File: config.mk
export PLATFORM = sky130hd
export DESIGN_NAME = sram_arbiter
export DESIGN_NICKNAME = d
export VERILOG_FILES = /design/src/rtl/sram_arbiter.sv
export SDC_FILE = /design/constraint.sdc
export NUM_CORES = 1
export LEC_CHECK = 0
export ABC_AREA = 1
export ABC_CLOCK_PERIOD_IN_PS = 1400
export CAP_MARGIN = 5
export CORE_AREA = 2 2 156 158
export CTS_BUF_LIST = sky130_fd_sc_hd__clkbuf_4 sky130_fd_sc_hd__clkbuf_8
export CTS_CLUSTER_DIAMETER = 30
export DETAILED_ROUTE_END_ITERATION = 10
export DIE_AREA = 0 0 158 160
export PLACE_DENSITY = 0.65
export SKIP_LAST_GASP = 1
export SLEW_MARGIN = 20
export SYNTH_ARGS = -nofsm -noshare
export SYNTH_HDL_FRONTEND = slang
export SYNTH_SLANG_ARGS = --single-unit
File: constraint.sdc
create_clock -name clk -period 1.4 [get_ports clk]
set_input_delay 0.28 -clock clk [delete_from_list [all_inputs] [get_ports clk]]
set_output_delay 0.28 -clock clk [all_outputs]
set_load 0.02 [all_outputs]
File: src/rtl/sram_arbiter.sv
// Two-port round-robin arbiter in front of the single SRAM controller.
// The winning request is latched and drives the controller until its ready pulse.
module sram_arbiter #(
  parameter int unsigned ADDR_W  = 32,
  parameter int unsigned WDATA_W = 32,
  parameter int unsigned RDATA_W = 64
) (
  input  logic               clk,
  input  logic               rst,
  input  logic               req0_r_en_in,
  input  logic               req0_w_en_in,
  input  logic [ADDR_W-1:0]  req0_address_in,
  input  logic [WDATA_W-1:0] req0_write_data_in,
  output logic [RDATA_W-1:0] req0_read_data_out,
  output logic               req0_ready_out,
  input  logic               req1_r_en_in,
  input  logic               req1_w_en_in,
  input  logic [ADDR_W-1:0]  req1_address_in,
  input  logic [WDATA_W-1:0] req1_write_data_in,
  output logic [RDATA_W-1:0] req1_read_data_out,
  output logic               req1_ready_out,
  output logic               mem_r_en_out,
  output logic               mem_w_en_out,
  output logic [ADDR_W-1:0]  mem_address_out,
  output logic [WDATA_W-1:0] mem_write_data_out,
  input  logic [RDATA_W-1:0] mem_read_data_in,
  input  logic               mem_ready_in,
  output logic [1:0]         grant_out,
  output logic               busy_out
);

  typedef enum logic {StIdle, StBusy} state_e;

  state_e             state_q, state_d;
  logic [1:0]         grant_q, grant_d;
  logic               last_q, last_d;  // index of the port served most recently
  logic               op_w_q, op_w_d;
  logic [ADDR_W-1:0]  addr_q, addr_d;
  logic [WDATA_W-1:0] wdata_q, wdata_d;

  logic req0, req1, pick1;

  assign req0 = req0_r_en_in | req0_w_en_in;
  assign req1 = req1_r_en_in | req1_w_en_in;
  // Port 1 wins when it is the only requester, or on a tie when port 0 went last.
  assign pick1 = req1 & (~req0 | ~last_q);

  always_comb begin
    state_d = state_q;
    grant_d = grant_q;
    last_d  = last_q;
    op_w_d  = op_w_q;
    addr_d  = addr_q;
    wdata_d = wdata_q;
    unique case (state_q)
      StIdle: begin
        if (req0 || req1) begin
          state_d = StBusy;
          grant_d = pick1 ? 2'b10 : 2'b01;
          op_w_d  = pick1 ? req1_w_en_in : req0_w_en_in;
          addr_d  = pick1 ? req1_address_in : req0_address_in;
          wdata_d = pick1 ? req1_write_data_in : req0_write_data_in;
        end
      end
      StBusy: begin
        if (mem_ready_in) begin
          state_d = StIdle;
          grant_d = 2'b00;
          last_d  = grant_q[1];
        end
      end
      default: state_d = StIdle;
    endcase
  end

  always_ff @(posedge clk) begin
    if (rst) begin
      state_q <= StIdle;
      grant_q <= 2'b00;
      last_q  <= 1'b1;
      op_w_q  <= 1'b0;
      addr_q  <= '0;
      wdata_q <= '0;
    end else begin
      state_q <= state_d;
      grant_q <= grant_d;
      last_q  <= last_d;
      op_w_q  <= op_w_d;
      addr_q  <= addr_d;
      wdata_q <= wdata_d;
    end
  end

  assign busy_out           = (state_q == StBusy);
  assign grant_out          = grant_q;
  assign mem_r_en_out       = busy_out & ~op_w_q;
  assign mem_w_en_out       = busy_out & op_w_q;
  assign mem_address_out    = addr_q;
  assign mem_write_data_out = wdata_q;

  assign req0_ready_out     = busy_out & mem_ready_in & grant_q[0];
  assign req1_ready_out     = busy_out & mem_ready_in & grant_q[1];
  assign req0_read_data_out = mem_read_data_in;
  assign req1_read_data_out = mem_read_data_in;

endmodule

==> impl_metrics.ini, run 1 <==
[status]
outcome = finished with violations
violations = negative setup slack

[floorplanning]
num_rows = 57
initial_core_util_pct = 19.0
die_h_microns = 160
die_x_microns = 158
dieArea_sq_um = 25300
core_area_sq_um = 23800
io-pin-count = 398

[clocking]
cts.clk_slew.worst_paths_ns = 0.09
clock_sinks = 69
cts.path.max_buffers = 2
hold_buffers = 0
cts_tree = yes
clock_latency_ns = 0.37
cts_root_buf = clkbuf_8
numCtsBuffers = 9
htreeDepth = 3

[sta]
worst_slack_ns = -0.122
timing.final.crit_share_pct = 109
finalClockSkew_ns = 0.0132
maxSlewViolCount = 0
rsz0062_at_grt = yes
finalSetupViolCount = 61
tightest_slew_ns = 0.358
hold_violations = 0
slew_headroom_pct = 76.1
layout_min_cycle_time_ns = 1.52
fmax_mhz = 657

[setup_path]
cp_data_required_time_ns = 1.66
critPathMaxFanout = 7
setup.worst_path.class = reg2reg
cp-start-kind = flop
arrival_ns = 1.78
cp-end-kind = flop

[pwr]
internal_power_w = 0.00443
p_clk_share_pct = 30.1
vdd_drop_max_v = 0.000542
leakage_nw = 3.56
powerDensity_nw_per_um2 = 914
p_seq_share_pct = 33.9
pwr-share-comb_pct = 36.0
switching_share_pct = 33.4
power.switching_w = 0.00222

[layout]
nNetsFinal = 1020
area_growth_pct = 60.4
diodes = 0
drive_gt1_share_pct = 22.2
final_util_pct = 30.5

[flow_run]
drv_cap = 0

[yosys]
yosys.area.top_type_share_pct = 30.5
yosys.area.top_type = dfxtp_1
synth-async-reset-ratio_pct = 0
yosysMostFrequentCell = nor2_1
synth_cell_types = 15
yosysSeqAreaShare_pct = 30.5
synth_commonest_cells = nor2_1 (167), nand2_1 (160), buf_4 (139)
synth_warnings = 0
syn_area_per_cell_sq_um = 6.36
synth_area_sq_um = 4530
synth_enable_flop_cells = 0
ys_ff_latch = 69
synth.area.top_cells = dfxtp_1 (30%), buf_4 (23%), nor2_1 (14%)
yosys_most_used_dff = dfxtp_1
synthesis.nets = 912
syn_inst = 713

[global_routing]
first_global_vias = 4579
antenna_found_initial = 0
grt.overflow.total = 0
grt_use_total_pct = 15.7
grt_max_degree = 37
grt_pass1_wl_microns = 29100

[detailed_routing]
wl_per_cell_microns = 18.0
dr.pass1.iters = 5
route.detailed.drc = 0
via_per_inst = 4.12
drt_iter0_drc = 147
antenna_left = 0
vias = 4741
wirelength_microns = 20700

[place]
hpwl_microns = 13700
portBuffers = 205
place_congestion = 0.815
preCtsSetupSlack_ns = -0.510

[min_path]
min_path_type = in2reg
==> cell type report <==
class                           instances  area (sq um)
Multi-Input combinational cell        411          2040
Clock buffer                           11           145
Timing Repair Buffer                  267          2970
Sequential cell                        69          1390
Fill cell                            2627         16600
Tap cell                              324           405
Clock inverter                          5          83.8
Inverter                               63           246
==> what timing repair did <==
item / in CTS / in global routing
setup endpoints to repair: 123 / 84
buffers inserted: 10 / 3
cloned: 14 / 1
pin swaps: 60 / 52
gates resized for setup: 185 / 78
==> path summary, 6_finish.rpt <==
kind / from / end / slack (ns) / cells after the start
setup / recovery: busy_out$_SDFF_PP0_ / mem_address_out[11]$_SDFFE_PP0P_ / -0.12 / 11
hold / removal: rst / mem_address_out[30]$_SDFFE_PP0P_ / 0.17 / 2
setup reg to reg: busy_out$_SDFF_PP0_ / mem_address_out[11]$_SDFFE_PP0P_ / -0.12 / 11
hold reg to reg: mem_address_out[28]$_SDFFE_PP0P_ / mem_address_out[28]$_SDFFE_PP0P_ / 0.47 / 2
==> layout by cell type (no fill, tap or decap), types with 12 or more instances in the layout <==
cell             instances
nor2_1                 130
clkdlybuf4s50_1        129
nand2_1                114
dfxtp_1                 68
inv_1                   59
nand4_1                 54
dlygate4sd2_1           52
nand2_2                 37
nor2_2                  31
buf_4                   24
buf_12                  16
nand3_1                 13
buf_16                  13
a21oi_1                 12
==> power groups by stage <==
| stage | Combinational, W | Sequential, W | Clock, W |
|---|---|---|---|
| 2_1_floorplan | 0.00123 | 0.00247 | 0 |
| 3_3_place_gp | 0.00195 | 0.00227 | 0 |
| 3_5_place_dp | 0.00196 | 0.00228 | 0 |
| 4_1_cts | 0.00234 | 0.00224 | 0.00209 |
| 5_1_grt | 0.00258 | 0.00227 | 0.00215 |
| 6_report | 0.00240 | 0.00225 | 0.00200 |
==> sequential cells by signal (all words and copies together), names as in the netlist <==
register and cells:
busy_out 1, last_q 1, grant_out 2, mem_address_out 32
mem_write_data_out 32, op_w_q 1
==> layer usage <==
metal  global-route usage (%)  vias up  wire [microns]
met4                     5.69        2             559
li1                         -     2281               -
met1                     15.6     2151            7170
met3                     6.43       42            2100
met5                    0.595        -              27
met2                     28.8      265           10900
==> kinds of logic after synthesis <==
group,after synthesis,share of synthesized area (%)
AND/OR/NAND/NOR,396,36.4
AO/OA/AOI/OAI,15,1.79
buffers and inverters,233,31.4
flip-flops,69,30.5
==> metrics by stage <==
step / power, W / setup TNS [ns] / instances / hold slack (ns) / area [sq um]
floorplan: 0.00370 / 0 / 713 / 0.458 / 4530
global placement: 0.00423 / -31.03 / 1108 / 0.452 / 6190
detailed placement: 0.00424 / -30.90 / 1108 / 0.454 / 6190
CTS: 0.00667 / -5.08 / 1147 / 0.139 / 7090
global route: 0.00700 / -8.35 / 1150 / 0.156 / 7270
finish: 0.00665 / -4.36 / 1150 / 0.167 / 7270
==> critical path, stage by stage (launching register included) <==
cell and delay [ns]:
dfxtp_4 0.38, buf_12 0.13, inv_8 0.04, buf_6 0.10
nand2_4 0.06, buf_12 0.15, buf_12 0.15, clkbuf_16 0.16
nand2_2 0.05, nand2_1 0.05, nor2_1 0.09, nor2_1 0.05
No activity file was read; power rests on OpenSTA's default activity.
==> run 2, diff against run 1 <==
Settings changed: ABC_CLOCK_PERIOD_IN_PS 1400 to 1500, PLACE_DENSITY 0.65 to 0.57, SKIP_LAST_GASP 1 to default.
Clock period 1.4 ns to 1.5 ns, I/O delays scaled along.
==> impl_metrics.ini, run 2 (synthesis gave the netlist of run 1 again) <==
[sta]
timing.final.crit_share_pct = 95.7
tightest_slew_ns = 0.441
slew_headroom_pct = 70.6
hold_violations = 0
setup_tns_ns = 0
rsz0062_at_grt = yes
finalSetupViolCount = 0
holdWs_ns = 0.362
maxSlewViolCount = 0
layout_min_cycle_time_ns = 1.44
fmax_mhz = 696
finalClockSkew_ns = 0.0131

[layout]
nNetsFinal = 1004
mostFrequentLayoutCells = nor2_1 (164), nand2_1 (156), clkdlybuf4s50_1 (131)
final_common_cell = nor2_1
area_growth_pct = 43.6
drive_gt1_share_pct = 10.5
diodes = 0
final_util_pct = 27.3

[detailed_routing]
antenna_left = 0
route.detailed.drc = 0
vias = 4444
via_per_inst = 3.92
dr.pass1.iters = 4
wirelength_microns = 18000
wl_per_cell_microns = 15.9
drt_iter0_drc = 210

[clocking]
hold_buffers = 0
cts_tree = yes
clock_latency_ns = 0.36
cts.path.max_buffers = 2
cts.clk_slew.worst_paths_ns = 0.09
cts_root_buf = clkbuf_8
numCtsBuffers = 9
clock_sinks = 69
htreeDepth = 3

[floorplanning]
initial_core_util_pct = 19.0
num_rows = 57
io-pin-count = 398
dieArea_sq_um = 25300
die_x_microns = 158
die_h_microns = 160
core_area_sq_um = 23800

[setup_path]
path_delay_family = buffers and inverters
critPathMaxFanout = 4
rrSetupSlack_ns = 0.13
cp-end-kind = output pin
setup.worst_path.class = in2out
max_stage_delay_ns = 0.48
arrival_ns = 1.14
path_cells = clkdlybuf4s50_1, nand2_2, inv_2, nand2_2, inv_2, buf_6
cp_data_required_time_ns = 1.20
r2r-start = busy_out$_SDFF_PP0_
crit_start = mem_ready_in
cp_num_buf_inv = 4
slowest_stage = clkdlybuf4s50_1
cp-start-kind = input pin

[place]
portBuffers = 205
hpwl_microns = 13100
place_congestion = 0.791

[global_routing]
grt.overflow.total = 0
grt_use_total_pct = 13.4
grt_pass1_wl_microns = 25100
antenna_found_initial = 0
first_global_vias = 4271
grt_max_degree = 59

[pwr]
powerDensity_nw_per_um2 = 875
power_w = 0.00570
vdd_drop_max_v = 0.000383
leakage_nw = 3.29

[flow_run]
drv_cap = 0

[min_path]
min_path_type = in2reg
worstHoldStart = rst

[status]
outcome = completed
[run 2: changes by cell type in the layout (fill, tap and decap cells not counted), moves of 3 or more]
cell | before | now
nand2_1 | 114 | 156
nor2_1 | 130 | 164
nand2_2 | 37 | 4
nor2_2 | 31 | 3
buf_16 | 13 | 1
buf_4 | 24 | 36
dlygate4sd2_1 | 52 | 64
nand2_4 | 10 | 1
buf_12 | 16 | 8
buf_6 | 10 | 2
clkdlybuf4s15_1 | 9 | 1
nor2_4 | 6 | 0
clkbuf_2 | 4 | 1
[run 2: layout make-up]
cell class | count | area [sq um]
well taps | 324 | 405
inverters | 63 | 244
multi-input cells | 411 | 1770
clock inverters | 6 | 86.3
fillers | 2727 | 17300
repair buffers | 251 | 2480
flip-flops and latches | 69 | 1380
clock buffers | 10 | 138
[run 2: report_power, final]
| group | internal [W] | total (W) | switching (W) |
|---|---|---|---|
| Clock | 0.000980 | 0.00180 | 0.000821 |
| Sequential | 0.00199 | 0.00207 | 0.0000801 |
| Combinational | 0.000873 | 0.00182 | 0.000948 |
[run 2: worst paths after layout]
kind	to	depth (start not counted)
worst min register to register	mem_address_out[23]$_SDFFE_PP0P_	2
worst min-delay path	mem_address_out[30]$_SDFFE_PP0P_	2
worst max register to register	mem_address_out[0]$_SDFFE_PP0P_	9
worst max-delay path	req1_ready_out	6
[run 2: worst register-to-register path, cell delays in order (launching register included)]
cell     delay [ns]
dfxtp_2        0.34
buf_4          0.15
inv_4          0.08
nand2_2        0.10
inv_4          0.09
nand2_8        0.11
buf_4          0.16
nor2_1         0.15
nor2_1         0.06
nor2_1         0.07
[run 2: layer usage]
layer  track usage [%]  up-vias  wire length [microns]
met5                 0        -                      0
met3              5.40       42                   1750
met1              13.8     1948                   6610
met2              23.9      218                   9110
li1                  -     2236                      -
met4              5.32        0                    525
[run 2: timing repair]
| item | in CTS | in global routing |
|---|---|---|
| gates resized for setup | 89 | 23 |
| cloned | 1 | 3 |
| pin swaps | 1 | 2 |
| buffers inserted | 0 | 1 |
| setup endpoints to repair | 73 | 66 |
[run 2: metrics by stage]
| stage | cell area, sq um | instances | setup slack, ns |
|---|---|---|---|
| 2_1_floorplan | 4530 | 713 | 0.113 |
| 3_3_place_gp | 6210 | 1113 | -0.465 |
| 3_5_place_dp | 6210 | 1113 | -0.459 |
| 4_1_cts | 6370 | 1130 | -0.0293 |
| 5_1_grt | 6510 | 1134 | -0.0129 |
| 6_report | 6510 | 1134 | 0.0638 |
